[config.mk]
export PLATFORM = sky130hd
export DESIGN_NAME = bcd_display_scanner
export DESIGN_NICKNAME = d
export VERILOG_FILES = /design/src/rtl/bcd_display_scanner.sv
export SDC_FILE = /design/constraint.sdc
export NUM_CORES = 1
export LEC_CHECK = 0
export ABC_AREA = 1
export CAP_MARGIN = 40
export CELL_PAD_IN_SITES_DETAIL_PLACEMENT = 2
export CELL_PAD_IN_SITES_GLOBAL_PLACEMENT = 2
export CORE_MARGIN = 5
export CORE_UTILIZATION = 32
export CTS_CLUSTER_DIAMETER = 60
export DETAILED_ROUTE_END_ITERATION = 16
export GPL_ROUTABILITY_DRIVEN = 1
export PLACE_DENSITY_LB_ADDON = 0.05
export SETUP_SLACK_MARGIN = 0.15
export SYNTH_ARGS = -nofsm -noshare
export SYNTH_HDL_FRONTEND = slang
export SYNTH_SLANG_ARGS = --single-unit
[constraint.sdc]
create_clock -name clk -period 3.8 [get_ports clk]
set_input_delay 0.57 -clock clk [delete_from_list [all_inputs] [get_ports clk]]
set_output_delay 0.57 -clock clk [all_outputs]
set_load 0.1 [all_outputs]
[src/rtl/bcd_display_scanner.sv]
// Latches three BCD digits and scans them onto a 4-digit common-anode 7-segment display.
// Outputs are registered from next-state values, so they track the current state with no lag.
module bcd_display_scanner #(
  parameter int REFRESH_COUNT = 100000,
  parameter int GUARD         = 4,
  parameter int BLANK_LEADING = 1
) (
  input  logic       clk,
  input  logic       reset,
  input  logic       load,
  input  logic [3:0] hundreds,
  input  logic [3:0] tens,
  input  logic [3:0] ones,
  output logic [6:0] seg,
  output logic [3:0] an,
  output logic       dp,
  output logic [1:0] digit_sel
);

  localparam int CW = (REFRESH_COUNT > 2) ? $clog2(REFRESH_COUNT) : 1;
  localparam logic [CW-1:0] CNT_LAST  = CW'(REFRESH_COUNT - 1);
  localparam logic [CW-1:0] GUARD_LEN = CW'(GUARD);

  logic [CW-1:0] cnt, cnt_nxt;
  logic [1:0]    sel_nxt;
  logic [3:0]    hund_q, tens_q, ones_q;
  logic [3:0]    hund_nxt, tens_nxt, ones_nxt;
  logic [3:0]    digit_nxt;
  logic          blank_nxt;
  logic [3:0]    an_nxt;
  logic [6:0]    seg_nxt;

  function automatic logic [6:0] decode(input logic [3:0] d);
    logic [6:0] s;
    case (d)
      4'd0:    s = 7'h40;
      4'd1:    s = 7'h79;
      4'd2:    s = 7'h24;
      4'd3:    s = 7'h30;
      4'd4:    s = 7'h19;
      4'd5:    s = 7'h12;
      4'd6:    s = 7'h02;
      4'd7:    s = 7'h78;
      4'd8:    s = 7'h00;
      4'd9:    s = 7'h10;
      default: s = 7'h3F;
    endcase
    return s;
  endfunction

  always_comb begin
    cnt_nxt = cnt + 1'b1;
    sel_nxt = digit_sel;
    if (cnt == CNT_LAST) begin
      cnt_nxt = '0;
      sel_nxt = (digit_sel >= 2'd2) ? 2'd0 : digit_sel + 2'd1;
    end
  end

  always_comb begin
    hund_nxt = hund_q;
    tens_nxt = tens_q;
    ones_nxt = ones_q;
    if (load) begin
      hund_nxt = hundreds;
      tens_nxt = tens;
      ones_nxt = ones;
    end
  end

  // Decode from next-state values so the registered outputs line up with the state they describe.
  always_comb begin
    digit_nxt = ones_nxt;
    blank_nxt = 1'b0;
    case (sel_nxt)
      2'd1: begin
        digit_nxt = tens_nxt;
        blank_nxt = (BLANK_LEADING != 0) && (hund_nxt == 4'd0) && (tens_nxt == 4'd0);
      end
      2'd2: begin
        digit_nxt = hund_nxt;
        blank_nxt = (BLANK_LEADING != 0) && (hund_nxt == 4'd0);
      end
      default: begin
        digit_nxt = ones_nxt;
        blank_nxt = 1'b0;
      end
    endcase
  end

  always_comb begin
    an_nxt  = 4'b1111;
    seg_nxt = 7'h7F;
    if (!(cnt_nxt < GUARD_LEN) && !blank_nxt) begin
      an_nxt    = ~(4'b0001 << sel_nxt);
      an_nxt[3] = 1'b1;
      seg_nxt   = decode(digit_nxt);
    end
  end

  always_ff @(posedge clk or posedge reset) begin
    if (reset) begin
      cnt       <= '0;
      digit_sel <= 2'd0;
      hund_q    <= 4'd0;
      tens_q    <= 4'd0;
      ones_q    <= 4'd0;
      an        <= 4'b1111;
      seg       <= 7'h7F;
    end else begin
      cnt       <= cnt_nxt;
      digit_sel <= sel_nxt;
      hund_q    <= hund_nxt;
      tens_q    <= tens_nxt;
      ones_q    <= ones_nxt;
      an        <= an_nxt;
      seg       <= seg_nxt;
    end
  end

  assign dp = 1'b1;

endmodule

== After elaboration in Yosys (flattened, before gate mapping) ==
Memories as Yosys holds them, arrays and structs flattened.
Cells that the tools add are included.
Cells by class
  bitwise operators: 1
  $add $sub $neg: 2
  equal/unequal tests: 3
  reduce and logical (&&, ||, !) cells: 6
  multiplexer cells: 10
  $lt $le $gt $ge: 2
  shifts and indexed selects: 1
Operators with widths (number)
  $add A17 B1 Y17 const B: 1
  $eq A17 B17 Y1 const B: 1
  $lt A17 B3 Y1 const B: 1
  $mux W17: 1
  $mux W4: 3
  $logic_not A4 Y1: 2
  $pmux W4 S2: 1
  $mux W7: 1
  $mux W2: 2
  $mux W3: 1
  $not A3 Y3: 1
  $shl A1 B2 Y3 const A: 1
  $add A2 B1 Y2 const B: 1
  $eq A2 B1 Y1 const B: 1
  $eq A2 B2 Y1 const B: 1
  $ge A2 B2 Y1 const B: 1
  $logic_and A1 B1 Y1: 2
  $logic_not A1 Y1: 2
  $pmux W1 S2: 1
Word-level totals
  ROM bits: 112
  register bits: 42
  input bits: 15
  memories kept: 1
Memory list
  (name not given): depth 16, bits a word 7, read ports 1, clocked after memory_dff 0, write ports 0, line 35  | case (d)

== Longest topological paths before layout ==
Gate-level depths: netlist (run 1).
  depth in word-level cells: 8
  gate-level depth with buffers: 21
  gate-level depth less buffers: 21

== Least setup slack after synthesis (run 1) ==
No wires, ideal clock.
  kind: register -> register
  start: register digit_sel[0]
  end: register seg[3]
  arrival: 2.757 ns
  setup time: 0.103 ns
  path slack: 0.941 ns
  data required time: 3.697 ns
  cell stages (with the launch flop): 15
  cells stage by stage: dfrtp_1 -> inv_1 -> o21ai_0 -> o21ai_0 -> ha_1 -> inv_1 -> nand2_1 -> nand2_1 -> inv_1 -> ha_1 -> inv_1 -> nor2_1 -> o21ai_0 -> inv_1 -> nand3_1
Between the ends
  longest elaborated chain between the ends: 8
  elaborated cells between the ends (all ways): 12
  those cells by class: 1 x add/sub; 1 x order compare; 2 x eq/ne; 5 x mux; 2 x reduce/logical; 1 x memory
RTL lines
  start, declared: line 17  | output logic [1:0] digit_sel
  start signal, assigned: line 112  | digit_sel <= sel_nxt;
  $add A2 B1 Y2 / $ge A2 B2 Y1 (equally long branches): line 56  | sel_nxt = (digit_sel >= 2'd2) ? 2'd0 : digit_sel + 2'd1;
  $mux W2: line 56
  $mux W2 (*): line 54  | if (cnt == CNT_LAST) begin
  branches (longest 4 deep; another with $mem_v2 Z16 W7)
  $mux W7 (*): line 94  | if (!(cnt_nxt < GUARD_LEN) && !blank_nxt) begin
  net seg_nxt[3]: line 31  | logic [6:0] seg_nxt;
  end signal, assigned: line 117  | seg <= seg_nxt;
  end, declared: line 14  | output logic [6:0] seg,
Mark *: on every way through the listed nets, which the timed path passes.

== Worst setup path after layout (run 1) ==
  start: register cnt[0]
  end: register seg[4]
Between the ends
  longest elaborated chain between the ends: 7
  elaborated cells between the ends (all ways): 14
  those cells by class: 1 x add/sub; 1 x order compare; 3 x eq/ne; 5 x mux; 3 x reduce/logical; 1 x memory
RTL lines
  start, declared: line 24  | logic [CW-1:0] cnt, cnt_nxt;
  start signal, assigned: line 111  | cnt <= cnt_nxt;
  $eq A17 B17 Y1 (*): line 54
  $mux W2 (*): line 54
  net sel_nxt[1]: line 25  | logic [1:0] sel_nxt;
  branches (longest 4 deep; another with $mem_v2 Z16 W7)
  $mux W7 (*): line 94
  net seg_nxt[4]: line 31
Marks and branches as above.

==> results of run 1 <==
==> synth_stat cells, types with 2 or more instances <==
library cell and count:
sky130_fd_sc_hd__nand2_1 112, sky130_fd_sc_hd__inv_1 49, sky130_fd_sc_hd__nand3_1 33, sky130_fd_sc_hd__nor2_1 33, sky130_fd_sc_hd__dfrtp_1 31, sky130_fd_sc_hd__dfstp_2 10, sky130_fd_sc_hd__ha_1 10, sky130_fd_sc_hd__o21ai_0 8
sky130_fd_sc_hd__nand2_2 6, sky130_fd_sc_hd__nor2_2 4, sky130_fd_sc_hd__nor2_4 4, sky130_fd_sc_hd__buf_4 3, sky130_fd_sc_hd__inv_2 3, sky130_fd_sc_hd__nand3_2 3, sky130_fd_sc_hd__a21oi_1 2, sky130_fd_sc_hd__nor4_1 2
sky130_fd_sc_hd__o21bai_1 2, sky130_fd_sc_hd__xor2_1 2
==> how the worst max path moves through the flow <==
| stage | depth (start not counted) | end |
|---|---|---|
| 6_report | 19 | seg[4] |
| 4_1_cts | 19 | seg[4] |
| 3_5_place_dp | 19 | seg[5] |
| 3_3_place_gp | 17 | seg[4] |
| 2_1_floorplan | 14 | seg[3] |
| 5_1_grt | 19 | seg[4] |
==> flip-flops by register name, indices dropped and copies added (netlist names) <==
name and cells:
cnt 17, seg 7, an 3, hund_q 4, digit_sel 2, ones_q 4
tens_q 4
==> layer usage <==
layer	vias up	global-route usage [%]	wire, µm
met5	-	0	0
met4	0	4.536	106
met3	8	3.309	136
met2	18	31.37	4102
met1	1065	19.15	2986
li1	1075	-	-
==> area by class of cell <==
cell class	count	area, µm²	share of cell area [%]
Clock inverter	2	33.78	1.098
Inverter	53	198.9	6.469
Multi-Input combinational cell	230	1135	36.90
Sequential cell	41	1039	33.77
Tap cell	99	123.9	4.028
Timing Repair Buffer	39	473.0	15.38
Clock buffer	6	72.57	2.360
==> logic make-up (layout without fill, tap and decap cells) <==
kind of cell / Yosys count / after routing
AO/OA/AOI/OAI: 16 / 16
other: 1 / 2
AND/OR/NAND/NOR: 200 / 200
flip-flops: 41 / 41
XOR/XNOR: 2 / 2
buffers and inverters: 57 / 100
adder cells (fa/ha/maj): 10 / 10
==> cell usage in the layout, fill, tap and decap left out, types with 6 or more instances in the layout <==
cell type and count:
sky130_fd_sc_hd__ha_1 10, sky130_fd_sc_hd__dfstp_2 10, sky130_fd_sc_hd__nand2_2 6, sky130_fd_sc_hd__o21ai_0 8, sky130_fd_sc_hd__clkdlybuf4s50_1 26, sky130_fd_sc_hd__nor2_1 33, sky130_fd_sc_hd__buf_8 10, sky130_fd_sc_hd__nand3_1 33
sky130_fd_sc_hd__dfrtp_1 31, sky130_fd_sc_hd__nand2_1 112, sky130_fd_sc_hd__inv_1 48
==> power by group through the flow <==
stage	logic (mW)	registers, mW	clock network [mW]
finish	0.268	0.475	0.361
detailed placement	0.272	0.483	0
floorplan	0.0709	0.572	0
CTS	0.274	0.475	0.373
global placement	0.215	0.482	0
global route	0.286	0.477	0.394
==> metrics by stage <==
step	utilization, %	instances	hold slack [ps]
floorplan	-	328	436.7
global placement	37.90	450	459.1
detailed placement	40.72	462	463.3
CTS	42.18	470	482.8
global route	42.18	470	520.9
finish	42.18	470	479.3
==> worst max-delay path: cells and delay by family (launching register included) <==
| kind | cells | cell delay (ps) |
|---|---|---|
| compound gates | 4 | 700 |
| flops | 1 | 400 |
| simple gates | 9 | 950 |
| fa+ha+maj | 3 | 670 |
| buf+inv | 3 | 370 |
==> metrics list, run 1 <==
* Count of clock tree sinks: just over 40
* Maximum cell stage delay along the critical path: roughly 400 ps
- The detailed router finished its first iteration with 34 violations.
- The netlist uses 28 different library cells.
- FFs w/ async S/R, synth: 100.0%
- After synthesis, the mean cell area works out to between 7 and 8 µm².
- Synthesized flop and latch total: just over 40
- Origin of the worst min-delay path: ones_q[2]
- Final setup margin: around 580 ps
* Max-slew violations: 0
- Aggregate global-route resource usage: about 17%
- Final Wtd Congestion: ~0.76
- Horizontal extent of the die: a little under 100 µm
* Proportion of synthesized area in mux cells: 0%
- The first global-routing pass estimated between 10 and 15 mm of wire.
- Main combinational cell family by area after synthesis: simple AND/OR/NAND/NOR gates
- Critical R2R Capture: seg[4]
- Max FO, Critical Path: 6
* Insertion delay to the later sink of the worst-skew pair: 300 ps
- The number of gates resized after CTS was 0.
- Of the cells placed in the final design, the portion with a size suffix greater than 1 is 13.75%.
- Setup TNS after final layout: 0 ps
- The final-report hold violation count was 0.
* Area grow syn2layout: 28.02%
* Post-synthesis cell type with the largest combined area: sky130_fd_sc_hd__dfrtp_1
* Part of the Yosys area used for sequential elements: 43.23%
- Max Root-Sink Buffers: 2
- Summed over all cells, the static leakage comes to between 1.5 and 2 nW.
* Initial antenna violation count: 0
* Worst setup path startpoint: cnt[0]
- In this run the cell area measured after placement is 2969 µm².
* Ratio of routed vias to standard cells: between 4 and 5
- Diodes inserted: 0
* Share of the clock period used by the worst path: a little over four fifths
- Total wire length: around 7.3 mm
* Area share of the largest cell type after synthesis: 32.29%
- Post-synth EDFFs: 0
- Sequential share of power: 43.0%
- H-Tree Level Count: 2
* Number of standard cells after synthesis: 327
- Dividing the detail-routed wire length by the instance count gives about 16 µm.
- R2r startpoint: cnt[0]
- In this run, CTS created clock tree buffers numbering 5.
- The floorplan has 31 rows.
* Worst Setup Slack post-DPL: 581.2 ps
* Residual DRC: 0
- For the worst flop-to-flop path, the logic depth is 19.
* Worst setup skew after layout: between 10 and 15 ps
- Endpoint type of the worst setup path: register
* Starting utilization of the core area: between 30% and 40%
* Fraction of power consumed by combinational cells: 24.3%
* Main flop type after synthesis: sky130_fd_sc_hd__dfrtp_1
- Class of the worst hold path: register to register
* ANT nets after route: 0
* Buffers added on ports: 26
- After clock tree synthesis, the clock-pin slew on the worst setup and hold paths is around 90 ps.
- The analysis attributes to net switching a power of approximately 0.35 mW.
- The run finished with clean final reports.
- Data arrives at the worst endpoint at between 3000 and 4000 ps.
- Static timing analysis puts the maximum clock frequency at around 0.31 GHz.
- Net switching fraction of the power: between 30% and 40%
- Overall die height: 96.65 µm
- Buffer count from post-CTS setup fixing: 0
- CTS placed an instance of sky130_fd_sc_hd__clkbuf_8 at the clock tree root.
- Area of all placed cells without fillers: 3075 µm²
- Destination of the worst hold path: ones_q[2]
- Total power for the finished layout comes to approximately 1.1 mW.
- Reg-to-reg slack, setup: roughly 580 ps
* Setup repair after global routing missed its margin: false
- Number of vias after detailed routing: about 2200
- Per report_power, the clock group accounts for roughly 33% of the total.
- Maximum number of pins on one net before global-route repair: 42
* Internal power consumption: between 0.7 and 0.8 mW
* Compound-gate portion of the synthesized area: around 4.0%
- The mapped netlist covers approximately 2400 µm².
- During synthesis, Yosys emitted a total of 0 warnings.
- Cell depth of the worst hold path: 2
- Post-layout nets: 395
* Critical path class: register to register
- Maximum Capacitance Violations: 0
- Pin placement for this block handled 29 I/O pins.
- Worst max-slew margin expressed relative to the limit: between 40% and 50%
- Post-synthesis simple-gate area fraction: 36.98%
* Master of the slowest instance on the critical path: sky130_fd_sc_hd__dfrtp_1
- Time the final worst path needs with I/O delays and setup: between 3000 and 4000 ps
* Clock tree from TritonCTS: yes
* Cell Pwr Density: 359.0 nW/µm²
* Dominant cells by area after synthesis: sky130_fd_sc_hd__dfrtp_1, sky130_fd_sc_hd__nand2_1, sky130_fd_sc_hd__dfstp_2, sky130_fd_sc_hd__inv_1, sky130_fd_sc_hd__nand3_1
* Half-perimeter wire length after detailed placement: between 5 and 6 mm
- Largest vdd supply drop: between 0.15 and 0.2 mV
* Total gr overflow: 0
- Adder-Cell Fraction of Synth Area: 5.208%
- Traced cell by cell, the critical path runs through ha_1 > nand2_1 > nor2_4 > nand3_1 > inv_1 > o21ai_0 > o21ai_0 > inv_1 > ha_1 > nand2_1 > nand2_1 > nand2_1 > nand2_1 > inv_1 > ha_1 > a21boi_0 > nor2_1 > a21oi_1 > nand3_1.
- After clock tree synthesis, the flow added hold-fix buffers numbering 0.
- STA classifies the critical path startpoint as a register.
- Setup violations remaining at the end of the flow were counted as 0.
* Vias in the first global route: between 2000 and 3000
- Post-Synth XOR/XNOR Area: less than 1%
- After floorplanning, the core was sized to cover between 7000 and 8000 µm².
- Die area: 9340 µm²
* CP most frequent cell: sky130_fd_sc_hd__nand2_1
- Counting the fill cells in the layout gives between 800 and 900.
* Drt pass-1 iters: 3
- At the worst endpoint, the required time is 3990 ps.
- Least-Margin Pin Slew: about 780 ps
(Power assumes the default switching activity.)
==> inputs of run 2 (changes only) <==
==> constraint.sdc (replaced) <==
create_clock -name clk -period 3.05 [get_ports clk]
set_input_delay 0.4575 -clock clk [delete_from_list [all_inputs] [get_ports clk]]
set_output_delay 0.4575 -clock clk [all_outputs]
set_load 0.1 [all_outputs]
==> metrics list, run 2 (synthesis gave the netlist of run 1 again) <==
- Worst max-slew margin expressed relative to the limit: 49.41% (+1.8 points)
* # rows: 31 (unchanged)
- Sequential share of power: 44.2% (+1.2 points)
* Count of clock tree sinks: 41 (unchanged)
- The time the final worst path needs with I/O delays and setup came to 2778 ps (-444.1 ps).
* Number of filler cells placed in the layout: 883 (-0.23%)
* Fraction of power consumed by combinational cells: 20.9% (-3.4 points)
- The transition time at the pin with the least slew margin was 753.8 ps (-26.92 ps).
- The relative contribution of the clock network to total power came to 34.9% (+2.2 points).
- The number of vias in the routed layout was 2251 (+3.9%).
- The number of detailed-routing iterations run before antenna repair was 5 (+2).
* Class of the worst hold path: register to register
- The worst hold slack is 482.5 ps (+3.197 ps).
- Leaving out fill and tap cells, the most frequent cell in the layout is sky130_fd_sc_hd__nand2_1.
* Detail-routed net length per standard cell: 15.09 µm (-3.3%)
* Number of hold-repair buffers added at the cts stage: 0 (unchanged)
* Buffers added on ports: 26 (unchanged)
- The pre-CTS setup slack was 24.81 ps (-556.4 ps).
- The latest clock arrival within the worst-skew pair came to 300 ps (about the same).
- The final-report hold violation count is 0 (unchanged).
- GR Layer Usage met3: 2.806% (-0.50 points)
* Arr. time, crit path: 2970 ps (-440 ps)
- The number of cells on the worst reg-to-reg path came to 19 (unchanged).
- The met1 track utilization from global routing is 17.58% (-1.6 points).
- Cts bufs inserted: 5 (unchanged)
- Area grow syn2layout: 29.64%
- Internal power consumption: 0.9228 mW (+22%)
- Static leakage: 1.660 nW (+2.3%)
- Critical path class: register to register
- The endpoint identified for the worst register-to-register timing path is seg[3].
- The biggest fanout along the worst timing path came to 4 (-2).
- The H-tree depth came to 2 (unchanged).
* Initial antenna violation count: 0 (unchanged)
- The slack of the worst reg-to-reg path is 270 ps (-310 ps).
- The area of the core came to 7292 µm² (unchanged).
- The final critical-path share of the clock period is 91.07% (+6.3 points).
- Registers with the most flip-flops: cnt (17), seg (7)
- The register with the most flip-flops in the final layout is cnt.
- Vias in the first global route: 2373 (-5.5%)
- The ratio of routed vias to standard cells came to 4.670 (+1.3%).
- The die boundary width came to 96.65 µm (unchanged).
- Starting utilization of the core area: 32.94% (unchanged)
* Commonest non-fill, non-tap cells in the layout: sky130_fd_sc_hd__nand2_1, sky130_fd_sc_hd__inv_1, sky130_fd_sc_hd__buf_4
- Aggregate global-route resource usage: 15.13% (-1.6 points)
- Count of routing violations after the opening detailed-route iteration: 20 (-41%)
- The first-pass GRT wire length came to 11.63 mm (-7.6%).
- The max-capacitance violation count is 0 (unchanged).
- Total wire length: 7.271 mm (-0.83%)
- The maximum number of pins on one net before global-route repair came to 42 (unchanged).
- Met2 capacity usage during global routing: 28.24% (-3.1 points)
- Seq. cell area: 1047 µm² (+0.84%)
- Net switching fraction of the power: 30.88% (-0.53 points)
* Residual DRC: 0 (unchanged)
- Outcome: finished clean
* Overall die height: 96.65 µm (unchanged)
- Diodes inserted: 0 (unchanged)
* IO Count: 29 (unchanged)
* Setup repair after global routing missed its margin: false
- The clock-pin slew of the registers on the worst-case setup and hold paths came to 80 ps (about the same).
- The count of final setup violators came to 0 (unchanged).
* Gr busiest metal: met2
* Destination of the worst hold path: ones_q[2]
- The power per unit of standard cell area is 428.7 nW/µm² (+19%).
- Total gr overflow: 0 (unchanged)
* Area taken by multi-input logic gates: 1207 µm² (+6.4%)
- Final Wtd Congestion: 0.7514 (-1.1%)
* Largest vdd supply drop: 0.1948 mV (+26%)
* Max-slew violations: 0 (unchanged)
- CP Launch Type: register
* Achievable clock frequency: 0.3600 GHz (+16%)
- The post-layout net count came to 407 (+3.0%).
- Max Root-Sink Buffers: 2 (unchanged)
- The cell sitting at the root of the clock tree is a sky130_fd_sc_hd__clkbuf_8.
- The ratio of cells with drive above 1 in the final layout was 26.89% (+13 points).
- R2r startpoint: cnt[0]
- The largest clock skew in the final design was 10.70 ps (-0.3257 ps).
- Origin of the worst min-delay path: ones_q[2]
* Net Sw Power: 0.4123 mW (+19%)
- Setup TNS after final layout: 0 ps (unchanged)
* WP data required: 3240 ps (-750 ps)
- The number of instances on the worst hold path was 2 (unchanged).
- STA classifies the critical path endpoint as a register.
- The number of nets with antenna violations after routing came to 0 (unchanged).
- Largest register FFs: 17 (unchanged)
- Die area: 9340 µm² (unchanged)
* Half-perimeter wire length after detailed placement: 5.229 mm (-9.1%)
* Final setup margin: 272.4 ps (-305.9 ps)
* Clock tree from TritonCTS: yes
-- run 2: cell types whose count changed in the layout (fill, tap and decap cells not counted), sizes merged --
cell           change
clkbuf             +1
buf               +24
inv                +1
clkinv             -2
clkdlybuf4s50     -12
-- run 2: repair_timing --
action	4_1_cts	5_1_grt
gates resized for setup	3	36
buffers inserted	5	15
pin swaps	3	10
endpoints found under the setup margin	3	10
-- run 2: power by group through the flow --
| stage | Sequential (mW) | Combinational (mW) | Clock (mW) |
|---|---|---|---|
| CTS | 0.592 | 0.272 | 0.482 |
| detailed placement | 0.602 | 0.268 | 0 |
| floorplan | 0.713 | 0.0884 | 0 |
| global placement | 0.600 | 0.264 | 0 |
| global route | 0.594 | 0.300 | 0.505 |
| finish | 0.590 | 0.279 | 0.466 |
-- run 2: layer usage --
metal,vias up,wire (µm),share of wire [%]
met1,1119,3062,42
met2,18,4015,55
met4,0,87,1.2
met3,9,106,1.5
li1,1105,-,-
met5,-,0,0
-- run 2: how the worst max path moves through the flow --
stage | from | end | slack [ps] | depth (start not counted)
floorplan | digit_sel[0] | seg[3] | 190 | 14
global placement | cnt[7] | seg[4] | 160 | 18
detailed placement | cnt[0] | seg[5] | 20 | 17
CTS | cnt[7] | seg[5] | 110 | 19
global route | cnt[6] | seg[5] | 60 | 17
finish | cnt[0] | seg[3] | 270 | 19
-- run 2: final cells by class --
class                   count  share of cell area [%]
clock inverters             1                  0.9642
flip-flops and latches     41                   33.63
repair buffers             51                   13.42
inverters                  53                   6.468
clock buffers               7                   2.772
multi-input cells         230                   38.77
well taps                  99                   3.978
-- run 2: per-stage QoR --
step	instance area, µm²	power [mW]	util [%]	std cells
floorplan	2406	0.8011	-	328
finish	3114	1.335	42.71	482
detailed placement	2764	0.8702	37.90	454
global placement	2764	0.8646	37.90	454
CTS	2918	1.346	40.01	467
global route	3114	1.398	42.71	482
-- run 2: worst max-delay path: stages, from the launching register on --
cell and delay [ps]:
sky130_fd_sc_hd__dfrtp_1 410, sky130_fd_sc_hd__ha_2 210, sky130_fd_sc_hd__nand2_2 100, sky130_fd_sc_hd__nor2_4 40, sky130_fd_sc_hd__nand3_2 70, sky130_fd_sc_hd__inv_2 40
sky130_fd_sc_hd__buf_4 120, sky130_fd_sc_hd__o21ai_1 250, sky130_fd_sc_hd__ha_2 380, sky130_fd_sc_hd__buf_4 160, sky130_fd_sc_hd__nand2_1 90, sky130_fd_sc_hd__nand2_2 90
sky130_fd_sc_hd__buf_4 160, sky130_fd_sc_hd__ha_1 180, sky130_fd_sc_hd__inv_1 50, sky130_fd_sc_hd__nand2_1 50, sky130_fd_sc_hd__nand2_1 90, sky130_fd_sc_hd__o21ai_1 60
sky130_fd_sc_hd__inv_1 50, sky130_fd_sc_hd__nand3_1 70
==> inputs of run 3 (changes only) <==
--- a/config.mk
+++ b/config.mk
@@ -6,7 +6,7 @@
 export NUM_CORES = 1
 export LEC_CHECK = 0
 export ABC_AREA = 1
-export CAP_MARGIN = 40
+export CAP_MARGIN = 20
 export CELL_PAD_IN_SITES_DETAIL_PLACEMENT = 2
 export CELL_PAD_IN_SITES_GLOBAL_PLACEMENT = 2
 export CORE_MARGIN = 5
==> results of run 3 <==
The final DEF is identical to that of run 2; final timing and power are the same.
